File: src/rtl/cadence_meas.sv
// rtl/cadence_meas.sv - crank period measurement with 4-sample running average
// and a not-pedaling timeout.
module cadence_meas #(
    parameter bit FAST_SIM = 1'b1
) (
    input  logic       clk,
    input  logic       rst_n,
    input  logic       cadence_rise,
    output logic [7:0] cadence_per,
    output logic       cadence_vld,
    output logic       not_pedaling
);

    typedef enum logic [1:0] {
        STOPPED = 2'd0,
        FIRST   = 2'd1,
        RUNNING = 2'd2
    } state_t;

    state_t      state_q, state_d;
    logic [23:0] per_cnt_q, per_cnt_d;
    logic [7:0]  hist_q [4];
    logic [7:0]  hist_d [4];
    logic [7:0]  per_q, per_d;
    logic        vld_q, vld_d;
    logic        np_q, np_d;

    logic        sat;
    logic [7:0]  sample;
    logic [9:0]  sum;

    // The fast window lets simulation reach saturation in 64K clocks.
    always_comb begin
        sat    = FAST_SIM ? (&per_cnt_q[15:0]) : (&per_cnt_q);
        sample = FAST_SIM ? per_cnt_q[15:8] : per_cnt_q[23:16];
        sum    = 10'(sample) + 10'(hist_q[0]) + 10'(hist_q[1]) + 10'(hist_q[2]);
    end

    always_comb begin
        per_cnt_d = per_cnt_q;
        if (cadence_rise) begin
            per_cnt_d = '0;
        end else if (!sat) begin
            per_cnt_d = per_cnt_q + 24'd1;
        end
    end

    // A rise always wins over saturation, so a saturated sample is still accepted.
    always_comb begin
        state_d = state_q;
        hist_d  = hist_q;
        per_d   = per_q;
        vld_d   = 1'b0;
        case (state_q)
            STOPPED: begin
                if (cadence_rise) begin
                    state_d = FIRST;
                end
            end
            FIRST: begin
                if (cadence_rise) begin
                    state_d = RUNNING;
                    hist_d  = '{sample, sample, sample, sample};
                    per_d   = sample;
                    vld_d   = 1'b1;
                end else if (sat) begin
                    state_d = STOPPED;
                end
            end
            RUNNING: begin
                if (cadence_rise) begin
                    hist_d[0] = sample;
                    hist_d[1] = hist_q[0];
                    hist_d[2] = hist_q[1];
                    hist_d[3] = hist_q[2];
                    per_d     = sum[9:2];
                    vld_d     = 1'b1;
                end else if (sat) begin
                    state_d = STOPPED;
                    hist_d  = '{8'hFF, 8'hFF, 8'hFF, 8'hFF};
                    per_d   = 8'hFF;
                end
            end
            default: begin
                state_d = STOPPED;
            end
        endcase
        np_d = (state_d != RUNNING);
    end

    always_ff @(posedge clk or negedge rst_n) begin
        if (!rst_n) begin
            state_q   <= STOPPED;
            per_cnt_q <= '0;
            hist_q    <= '{default: 8'hFF};
            per_q     <= 8'hFF;
            vld_q     <= 1'b0;
            np_q      <= 1'b1;
        end else begin
            state_q   <= state_d;
            per_cnt_q <= per_cnt_d;
            hist_q    <= hist_d;
            per_q     <= per_d;
            vld_q     <= vld_d;
            np_q      <= np_d;
        end
    end

    assign cadence_per  = per_q;
    assign cadence_vld  = vld_q;
    assign not_pedaling = np_q;

endmodule

File: config.mk
export PLATFORM = sky130hd
export DESIGN_NAME = cadence_meas
export DESIGN_NICKNAME = d
export VERILOG_FILES = /design/src/rtl/cadence_meas.sv
export SDC_FILE = /design/constraint.sdc
export NUM_CORES = 1
export LEC_CHECK = 0
export CAP_MARGIN = 10
export CORE_UTILIZATION = 55
export CTS_CLUSTER_DIAMETER = 80
export CTS_CLUSTER_SIZE = 10
export DETAILED_ROUTE_END_ITERATION = 12
export PLACE_DENSITY = 0.79
export SLEW_MARGIN = 20
export SYNTH_ARGS = -nofsm -noshare
export SYNTH_HDL_FRONTEND = slang
export SYNTH_SLANG_ARGS = --single-unit
File: constraint.sdc
create_clock -name clk -period 3.25 [get_ports clk]
set_clock_uncertainty 0.1 [all_clocks]
set_input_delay 0.8125 -clock clk [delete_from_list [all_inputs] [get_ports clk]]
set_output_delay 0.8125 -clock clk [all_outputs]
set_load 0.03 [all_outputs]
==> flow_metrics.py, run 1 <==
metrics = {
    "min_path": {
        "hp-class": "reg -> reg",
    },
    "yosys": {
        "yosys_register_bits": 52,
        "syn_area_um2": 3366,
        "synthArstFlopShare_pct": 100.0,
        "synth_seq_area_share_pct": 39.89,
        "avgSynthCellArea_um2": 9.428,
        "syn_inst": 357,
        "synth_edf_count": 0,
        "synthFlopType": "dfstp_2",
        "ys_warn_count": 0,
        "post_synth_num_cell_types": 44,
        "synth_fp_nets": 388,
    },
    "timing": {
        "fmax_mhz": 318.6,
        "hold_violations": 0,
        "period_share_pct": 96.57,
        "worstMarginPinSlew_ns": 0.8828,
        "max-slew-margin-rel_pct": 41.15,
        "holdWs_ns": 0.3937,
        "setup_violations": 0,
        "min_period_ns": 3.138,
        "slew_viol_final": 0,
        "rsz0062_at_grt": "yes",
    },
    "drt": {
        "wire_per_inst_um": 14.88,
        "route.detailed.drc": 0,
        "drt-total-wl_um": 6683,
        "drt_pass1_iterations": 4,
        "drt_iter0_markers": 141,
        "via_per_inst": 5.646,
        "ant_nets": 0,
        "vias": 2535,
    },
    "power_and_ir_drop": {
        "switchingPower_mw": 1.676,
        "clockPowerShare_pct": 11.9,
        "p_int_mw": 2.104,
        "cellLeakagePower_nw": 1.523,
        "p_sw_share_pct": 44.33,
        "peakVddDrop_mv": 0.5642,
        "power_density_nw_per_um2": 1017,
        "pwr-share-seq_pct": 29.5,
        "combPwrFrac_pct": 58.6,
    },
    "global_routing": {
        "grt_antenna_before_repair": 0,
        "grt-ovfl-total": 0,
        "grt_pass1_wl_um": 11860,
        "grt_use_total_pct": 24.16,
        "grt_pass1_vias": 2571,
        "grt_max_degree": 58,
    },
    "layout": {
        "final_util_pct": 62.76,
        "seq_area_um2": 1343,
        "multi_input_area_um2": 1737,
        "num_antenna_cells": 0,
        "nNetsFinal": 404,
        "final_cell_mix": "inv_1 (54), nor2_1 (38), dfstp_2 (33)",
        "fillers": 488,
        "layout-drive-gt1-share_pct": 21.93,
        "mostFrequentLayoutCell": "inv_1",
        "syn_to_final_growth_pct": 10.41,
    },
    "clock_tree": {
        "numCtsBuffers": 5,
        "clock_sinks": 52,
        "clk_pin_slew_ns": 0.10,
        "insertion_delay_ns": 0.31,
        "cts_setup_buffers": 0,
        "cts-root-buf": "clkbuf_8",
        "hold_buffers": 0,
        "clock_path_buffers": 2,
        "h-tree-depth": 2,
        "cts_tree": "done",
    },
    "critical_path": {
        "worstSetupPathType": "reg -> reg",
        "cp-end-kind": "flop",
        "crit_required_ns": 3.40,
        "cp_max_fo": 8,
        "critPathArrivalTime_ns": 3.29,
        "start_kind": "flop",
    },
    "die": {
        "die_area_um2": 6436,
        "die_x_um": 80.23,
        "start_util_pct": 56.85,
        "io_pins": 13,
        "die_y_um": 80.23,
        "rows": 28,
        "placeableCoreArea_um2": 5921,
    },
    "placed_design": {
        "routabilityCongestion": 0.8506,
        "place.detailed.hpwl_um": 4803,
        "portBuffers": 12,
    },
    "job": {
        "max_cap_viol_count": 0,
    },
    "run_status": {
        "status": "finished, final reports clean",
    },
}
==> logic make-up after synthesis <==
| logic type | after synthesis | share of synthesized area, % |
|---|---|---|
| xor+xnor | 12 | 3.123 |
| fa+ha+maj | 28 | 13.98 |
| compound gates | 86 | 17.25 |
| buf+inv | 71 | 8.996 |
| simple gates | 104 | 15.54 |
| flops | 52 | 39.89 |
| mux | 4 | 1.227 |
==> layer usage <==
| metal | track usage (%) | vias to the layer above | share of wire [%] |
|---|---|---|---|
| li1 | - | 1239 | - |
| met5 | 0 | - | 0 |
| met1 | 31.37 | 1238 | 47 |
| met2 | 40.00 | 47 | 48 |
| met4 | 9.286 | 0 | 1.8 |
| met3 | 4.432 | 11 | 3.5 |
==> path summary, 6_finish.rpt <==
| path | from | end | slack [ns] | cells past startpoint |
|---|---|---|---|---|
| setup / recovery | hist_q[20] | cadence_per[2] | 0.11 | 9 |
| hold / removal | cadence_per[7] | cadence_per[7] | 0.39 | 2 |
| setup reg to reg | hist_q[20] | cadence_per[2] | 0.11 | 9 |
| hold reg to reg | cadence_per[7] | cadence_per[7] | 0.39 | 2 |
| max in group asynchronous | rst_n | hist_q[22] | 1.79 | 2 |
| min in group asynchronous | rst_n | per_cnt_q[15] | 0.52 | 1 |
==> area by class of cell <==
cell class                      instances  area share (%)
Inverter                               54           5.455
Tap cell                               75           2.525
Clock buffer                            6           1.953
Clock inverter                          2          0.9428
Timing Repair Buffer                   26           6.263
Multi-Input combinational cell        234           46.73
Sequential cell                        52           36.13
==> flip-flops by register name, indices dropped and copies added (netlist names) <==
name          flops
cadence_per       8
cadence_vld       1
hist_q           24
not_pedaling      1
per_cnt_q        16
state_q           2
==> worst max-delay path, cell delays in order, from the launching register on <==
cell	delay, ns
dfstp_2	0.56
inv_1	0.06
fa_1	0.45
fa_1	0.51
inv_1	0.04
ha_1	0.38
or4_1	0.53
o221ai_1	0.09
a211oi_1	0.08
mux2_2	0.28
==> Yosys cell counts, drive strengths merged, types with 6 or more instances <==
cell / number / area [um^2]
a21oi: 26 / 160.2
a31oi: 12 / 100.1
buf: 6 / 58.80
clkbuf: 11 / 41.29
dfrtp: 19 / 475.5
dfstp: 33 / 867.1
fa: 16 / 320.3
ha: 12 / 150.1
inv: 54 / 202.7
nand2: 16 / 60.06
nand3: 11 / 55.05
nor2: 42 / 167.7
nor3: 11 / 55.05
o21ai: 24 / 120.1
o221ai: 10 / 87.58
xnor2: 10 / 87.58
==> power groups by stage <==
stage          sequential, mW  combinational (mW)  clock (mW)
3_5_place_dp             1.13                2.16           0
4_1_cts                  1.11                2.18       0.462
3_3_place_gp             1.11                2.07           0
5_1_grt                  1.14                2.53       0.485
2_1_floorplan            1.21                1.57           0
6_report                 1.11                2.22       0.451
==> through the flow <==
stage          setup WS [ns]  cell area [um^2]  instances  setup TNS [ns]  total power [mW]
5_1_grt             -0.01825              3716        449        -0.01825             4.155
6_report              0.1116              3716        449               0             3.780
4_1_cts              0.04820              3700        449               0             3.751
3_3_place_gp          0.1388              3592        441               0             3.180
3_5_place_dp         0.01797              3592        441               0             3.285
2_1_floorplan         0.1808              3366        357               0             2.783
==> timing repair <==
item | CTS | global route
pin swaps | 0 | 0
resized for setup | 1 | 6
setup endpoints to repair | 1 | 3
Power figures use the tool's default switching activity.
==> run 2: changes to the inputs <==
Settings changed: CORE_MARGIN set to 2, CTS_BUF_LIST set to sky130_fd_sc_hd__clkbuf_4 sky130_fd_sc_hd__clkbuf_8 sky130_fd_sc_hd__clkbuf_16.
==> run 2 against run 1 <==
Worst setup slack improved by 0.0019 ns. Register-to-register slack barely moved. Clock power rose by 2%. Cell count rose by 0.22%. Largest power group unchanged. Critical path type unchanged.
==> flow_metrics.py, run 2 (same netlist as run 1, synthesis figures left out) <==
metrics = {
    "layout": {
        "stdcell_count": 450,
        "largest-register": "hist_q",
        "fin_area_um2": 3706,
        "syn_to_final_growth_pct": 10.11,
        "largest_reg_flops": 24,
        "final_cell_mix": "inv_1 (54), nor2_1 (38), dfstp_2 (33)",
        "num_antenna_cells": 0,
        "nNetsFinal": 405,
        "mostFrequentLayoutCell": "inv_1",
        "layout-drive-gt1-share_pct": 22.13,
    },
    "placed_design": {
        "dpl.cell_count": 442,
        "dpl_cell_area_um2": 3587,
        "routabilityCongestion": 0.8920,
        "place.detailed.hpwl_um": 4923,
        "portBuffers": 12,
        "pre_cts_ws_ns": 0.04889,
    },
    "clock_tree": {
        "insertion_delay_ns": 0.31,
        "hold_buffers": 0,
        "h-tree-depth": 2,
        "cts-root-buf": "clkbuf_8",
        "cts_setup_buffers": 0,
        "clk_pin_slew_ns": 0.10,
        "cts_tree": "done",
        "clock_sinks": 52,
        "numCtsBuffers": 5,
        "clock_path_buffers": 2,
        "cts_resized": 0,
    },
    "power_and_ir_drop": {
        "combPwrFrac_pct": 58.3,
        "peakVddDrop_mv": 0.5509,
        "clockPowerShare_pct": 12.1,
        "p_int_mw": 2.108,
        "pwr-share-seq_pct": 29.6,
        "switchingPower_mw": 1.684,
        "p_sw_share_pct": 44.40,
        "cellLeakagePower_nw": 1.521,
        "power_mw": 3.792,
        "power_density_nw_per_um2": 1023,
    },
    "global_routing": {
        "grt_pass1_wl_um": 11700,
        "grt_use_total_pct": 23.06,
        "grt_antenna_before_repair": 0,
        "grt_max_degree": 36,
        "grt-ovfl-total": 0,
        "grt_pass1_vias": 2483,
    },
    "die": {
        "rows": 28,
        "die_area_um2": 6761,
        "die_y_um": 82.23,
        "io_pins": 13,
        "placeableCoreArea_um2": 5921,
        "start_util_pct": 56.85,
        "die_x_um": 82.23,
    },
    "drt": {
        "via_per_inst": 5.682,
        "ant_nets": 0,
        "wire_per_inst_um": 15.40,
        "vias": 2557,
        "route.detailed.drc": 0,
        "drt-total-wl_um": 6932,
        "drt_pass1_iterations": 5,
        "drt_iter0_markers": 160,
    },
    "timing": {
        "min_period_ns": 3.137,
        "fmax_mhz": 318.8,
        "rsz0062_at_grt": "yes",
        "worst_slack_ns": 0.1135,
        "max-slew-margin-rel_pct": 48.30,
        "worstMarginPinSlew_ns": 0.7756,
        "period_share_pct": 96.51,
        "slew_viol_final": 0,
        "hold_violations": 0,
        "fin_setup_tns_ns": 0,
        "setup_violations": 0,
    },
    "critical_path": {
        "cp-end-kind": "flop",
        "critPathBufInv": 2,
        "crit_slowest_cell": "or4_1",
        "crit_required_ns": 3.40,
        "cp_max_fo": 5,
        "worstSetupPathType": "reg -> reg",
        "max_stage_delay_ns": 0.54,
        "critical_path.top_delay_family": "adder cells",
        "crit_chain": "inv_1, fa_1, fa_1, inv_1, ha_1, or4_1, o221ai_1, a211oi_1, mux2_2",
        "critPathArrivalTime_ns": 3.29,
        "start_kind": "flop",
    },
    "run_status": {
        "status": "finished, final reports clean",
    },
    "min_path": {
        "hp-class": "reg -> reg",
    },
    "job": {
        "max_cap_viol_count": 0,
    },
}
-- run 2: final timing paths --
path                                 from              to  slack [ns]  cells after the start
max in group asynchronous           rst_n  cadence_per[6]        1.79                      2
max                            hist_q[11]  cadence_per[2]        0.11                      9
min reg2reg                cadence_per[7]  cadence_per[7]        0.39                      2
min                        cadence_per[7]  cadence_per[7]        0.39                      2
min in group asynchronous           rst_n      state_q[0]        0.46                      1
max reg2reg                    hist_q[11]  cadence_per[2]        0.11                      9
-- run 2: area by class of cell --
cell class                      count  area, um^2
Clock buffer                        5       68.82
Clock inverter                      3       42.54
Fill cell                         508        2215
Inverter                           54       202.7
Multi-Input combinational cell    234        1728
Sequential cell                    52        1343
Tap cell                           75       93.84
Timing Repair Buffer               27       227.7
-- run 2: per-layer routing --
layer | track usage (%) | up-vias | share of wire [%]
li1 | - | 1243 | -
met1 | 31.71 | 1242 | 44
met2 | 35.73 | 62 | 48
met3 | 5.109 | 10 | 5.9
met4 | 8.833 | 0 | 1.7
met5 | 0 | - | 0
-- run 2: stage by stage --
stage               hold WS (ns)  util, %
floorplan                 0.3670        -
global placement          0.3763    60.59
detailed placement        0.3763    60.59
CTS                       0.3910    62.47
global route              0.4173    62.60
finish                    0.3866    62.60
-- run 2: power groups by stage --
stage	Combinational (mW)	Sequential, mW	Clock [mW]
2_1_floorplan	1.57	1.21	0
3_3_place_gp	2.06	1.12	0
3_5_place_dp	2.14	1.13	0
4_1_cts	2.18	1.12	0.468
5_1_grt	2.50	1.15	0.484
6_report	2.21	1.12	0.459
-- run 2: worst register-to-register path: stages (launching register included) --
cell	delay [ns]
dfstp_2	0.53
inv_1	0.06
fa_1	0.48
fa_1	0.52
inv_1	0.05
ha_1	0.35
or4_1	0.54
o221ai_1	0.09
a211oi_1	0.09
mux2_2	0.29
==> run 3: changes to the inputs <==
Settings changed: MAX_ROUTING_LAYER set to met4, PLACE_DENSITY 0.79 to 0.85.
==> run 3 against run 2 <==
Critical path depth is 2 higher. Clock-buffer cell count is 2 higher. Clock power is 14% lower. Worst setup slack better by 0.0080 ns. Combinational power hardly changed. Critical path type unchanged. Largest power group unchanged.
==> flow_metrics.py, run 3 (same netlist as run 1, synthesis figures left out) <==
metrics = {
    "run_status": {
        "status": "finished, final reports clean",
    },
    "die": {
        "io_pins": 13,
        "die_y_um": 82.23,
        "placeableCoreArea_um2": 5921,
        "die_x_um": 82.23,
        "start_util_pct": 56.85,
        "die_area_um2": 6761,
        "rows": 28,
    },
    "timing": {
        "worstMarginPinSlew_ns": 0.7653,
        "hold_violations": 0,
        "setup_violations": 0,
        "fmax_mhz": 319.6,
        "rsz0062_at_grt": "no",
        "slew_viol_final": 0,
        "min_period_ns": 3.129,
        "max-slew-margin-rel_pct": 48.98,
        "holdWs_ns": 0.3970,
        "fin_setup_tns_ns": 0,
        "period_share_pct": 96.26,
    },
    "global_routing": {
        "grt_pass1_wl_um": 11410,
        "grt_max_degree": 37,
        "grt_use_total_pct": 22.67,
        "grt_antenna_before_repair": 0,
        "grt-ovfl-total": 0,
        "grt_pass1_vias": 2526,
    },
    "layout": {
        "stdcell_count": 450,
        "largest-register": "hist_q",
        "largest_reg_flops": 24,
        "layout-drive-gt1-share_pct": 22.13,
        "nNetsFinal": 405,
        "final_cell_mix": "inv_1 (54), nor2_1 (38), dfstp_2 (33)",
        "syn_to_final_growth_pct": 9.703,
        "final_util_pct": 62.36,
        "mostFrequentLayoutCell": "inv_1",
        "num_antenna_cells": 0,
    },
    "clock_tree": {
        "numCtsBuffers": 5,
        "clock_path_buffers": 2,
        "cts_setup_buffers": 0,
        "insertion_delay_ns": 0.30,
        "clock_sinks": 52,
        "cts_tree": "done",
        "cts-root-buf": "clkbuf_8",
        "clk_pin_slew_ns": 0.10,
        "h-tree-depth": 2,
    },
    "power_and_ir_drop": {
        "power_density_nw_per_um2": 999.6,
        "cellLeakagePower_nw": 1.514,
        "peakVddDrop_mv": 0.5744,
        "power_mw": 3.691,
    },
    "critical_path": {
        "start_kind": "flop",
        "crit_required_ns": 3.37,
        "worstSetupPathType": "reg -> reg",
        "critPathArrivalTime_ns": 3.25,
        "cp_max_fo": 2,
        "cp-end-kind": "flop",
    },
    "drt": {
        "drt_iter0_markers": 159,
        "route.detailed.drc": 0,
        "drt_pass1_iterations": 6,
        "ant_nets": 0,
        "via_per_inst": 5.629,
        "wire_per_inst_um": 14.48,
        "vias": 2533,
        "drt-total-wl_um": 6518,
    },
    "job": {
        "max_cap_viol_count": 0,
    },
    "placed_design": {
        "place.detailed.hpwl_um": 4899,
        "routabilityCongestion": 0.9010,
        "portBuffers": 12,
        "dpl.cell_count": 442,
    },
    "min_path": {
        "hp-class": "reg -> reg",
    },
}
## run 3: cell count changes in the layout (fill, tap and decap cells not counted), sizes merged
cell    before  now
clkinv       1    0
clkbuf       5    7
bufinv       1    0
## run 3: stage by stage
step | cell area, um^2 | setup WS [ns]
finish | 3692 | 0.1215
global route | 3692 | 0.02024
CTS | 3685 | 0.04056
detailed placement | 3587 | 0.07227
global placement | 3587 | 0.1548
floorplan | 3366 | 0.1808
## run 3: final cells by class
type                    count  area [um^2]
multi-input cells         234         1728
inverters                  54        202.7
flip-flops and latches     52         1343
clock inverters             1        7.507
clock buffers               7        90.09
repair buffers             27        227.7
fillers                   477         2228
well taps                  75        93.84
## run 3: power breakdown
group	switching, mW	leakage, nW	internal (mW)
Sequential	0.136	0.605	0.976
Clock	0.212	0.0479	0.182
Combinational	1.29	0.862	0.898
## run 3: worst max-delay path: stages, from the launching register on
cell	delay, ns
dfstp_2	0.55
inv_1	0.06
fa_1	0.48
inv_1	0.05
fa_1	0.52
nand3_1	0.12
fa_2	0.38
nor2b_2	0.15
o2111ai_1	0.12
o21ai_1	0.15
mux2i_1	0.26
a31oi_2	0.11
## run 3: worst paths after layout
path                                     start             end  slack, ns  cells past startpoint
worst max-delay path                hist_q[17]  cadence_per[5]       0.12                     11
worst min register to register  cadence_per[7]  cadence_per[7]       0.40                      2
max in group asynchronous                rst_n  cadence_per[5]       1.80                      2
worst min-delay path            cadence_per[7]  cadence_per[7]       0.40                      2
worst max register to register      hist_q[17]  cadence_per[5]       0.12                     11
min in group asynchronous                rst_n      state_q[0]       0.47                      1
## run 3: layer usage
metal / global-route usage, % / share of wire, % / wire length [um] / up-vias
li1: - / - / - / 1242
met1: 30.48 / 47 / 3075 / 1223
met2: 35.81 / 48 / 3152 / 59
met3: 2.283 / 3.3 / 217 / 9
met4: 8.500 / 1.1 / 73 / 0
met5: - / 0 / 0 / -
## run 3: timing repair
item / in CTS / in global routing
hold buffers: 0 / 0
setup endpoints to repair: 0 / 6
gates resized for setup: 0 / 6
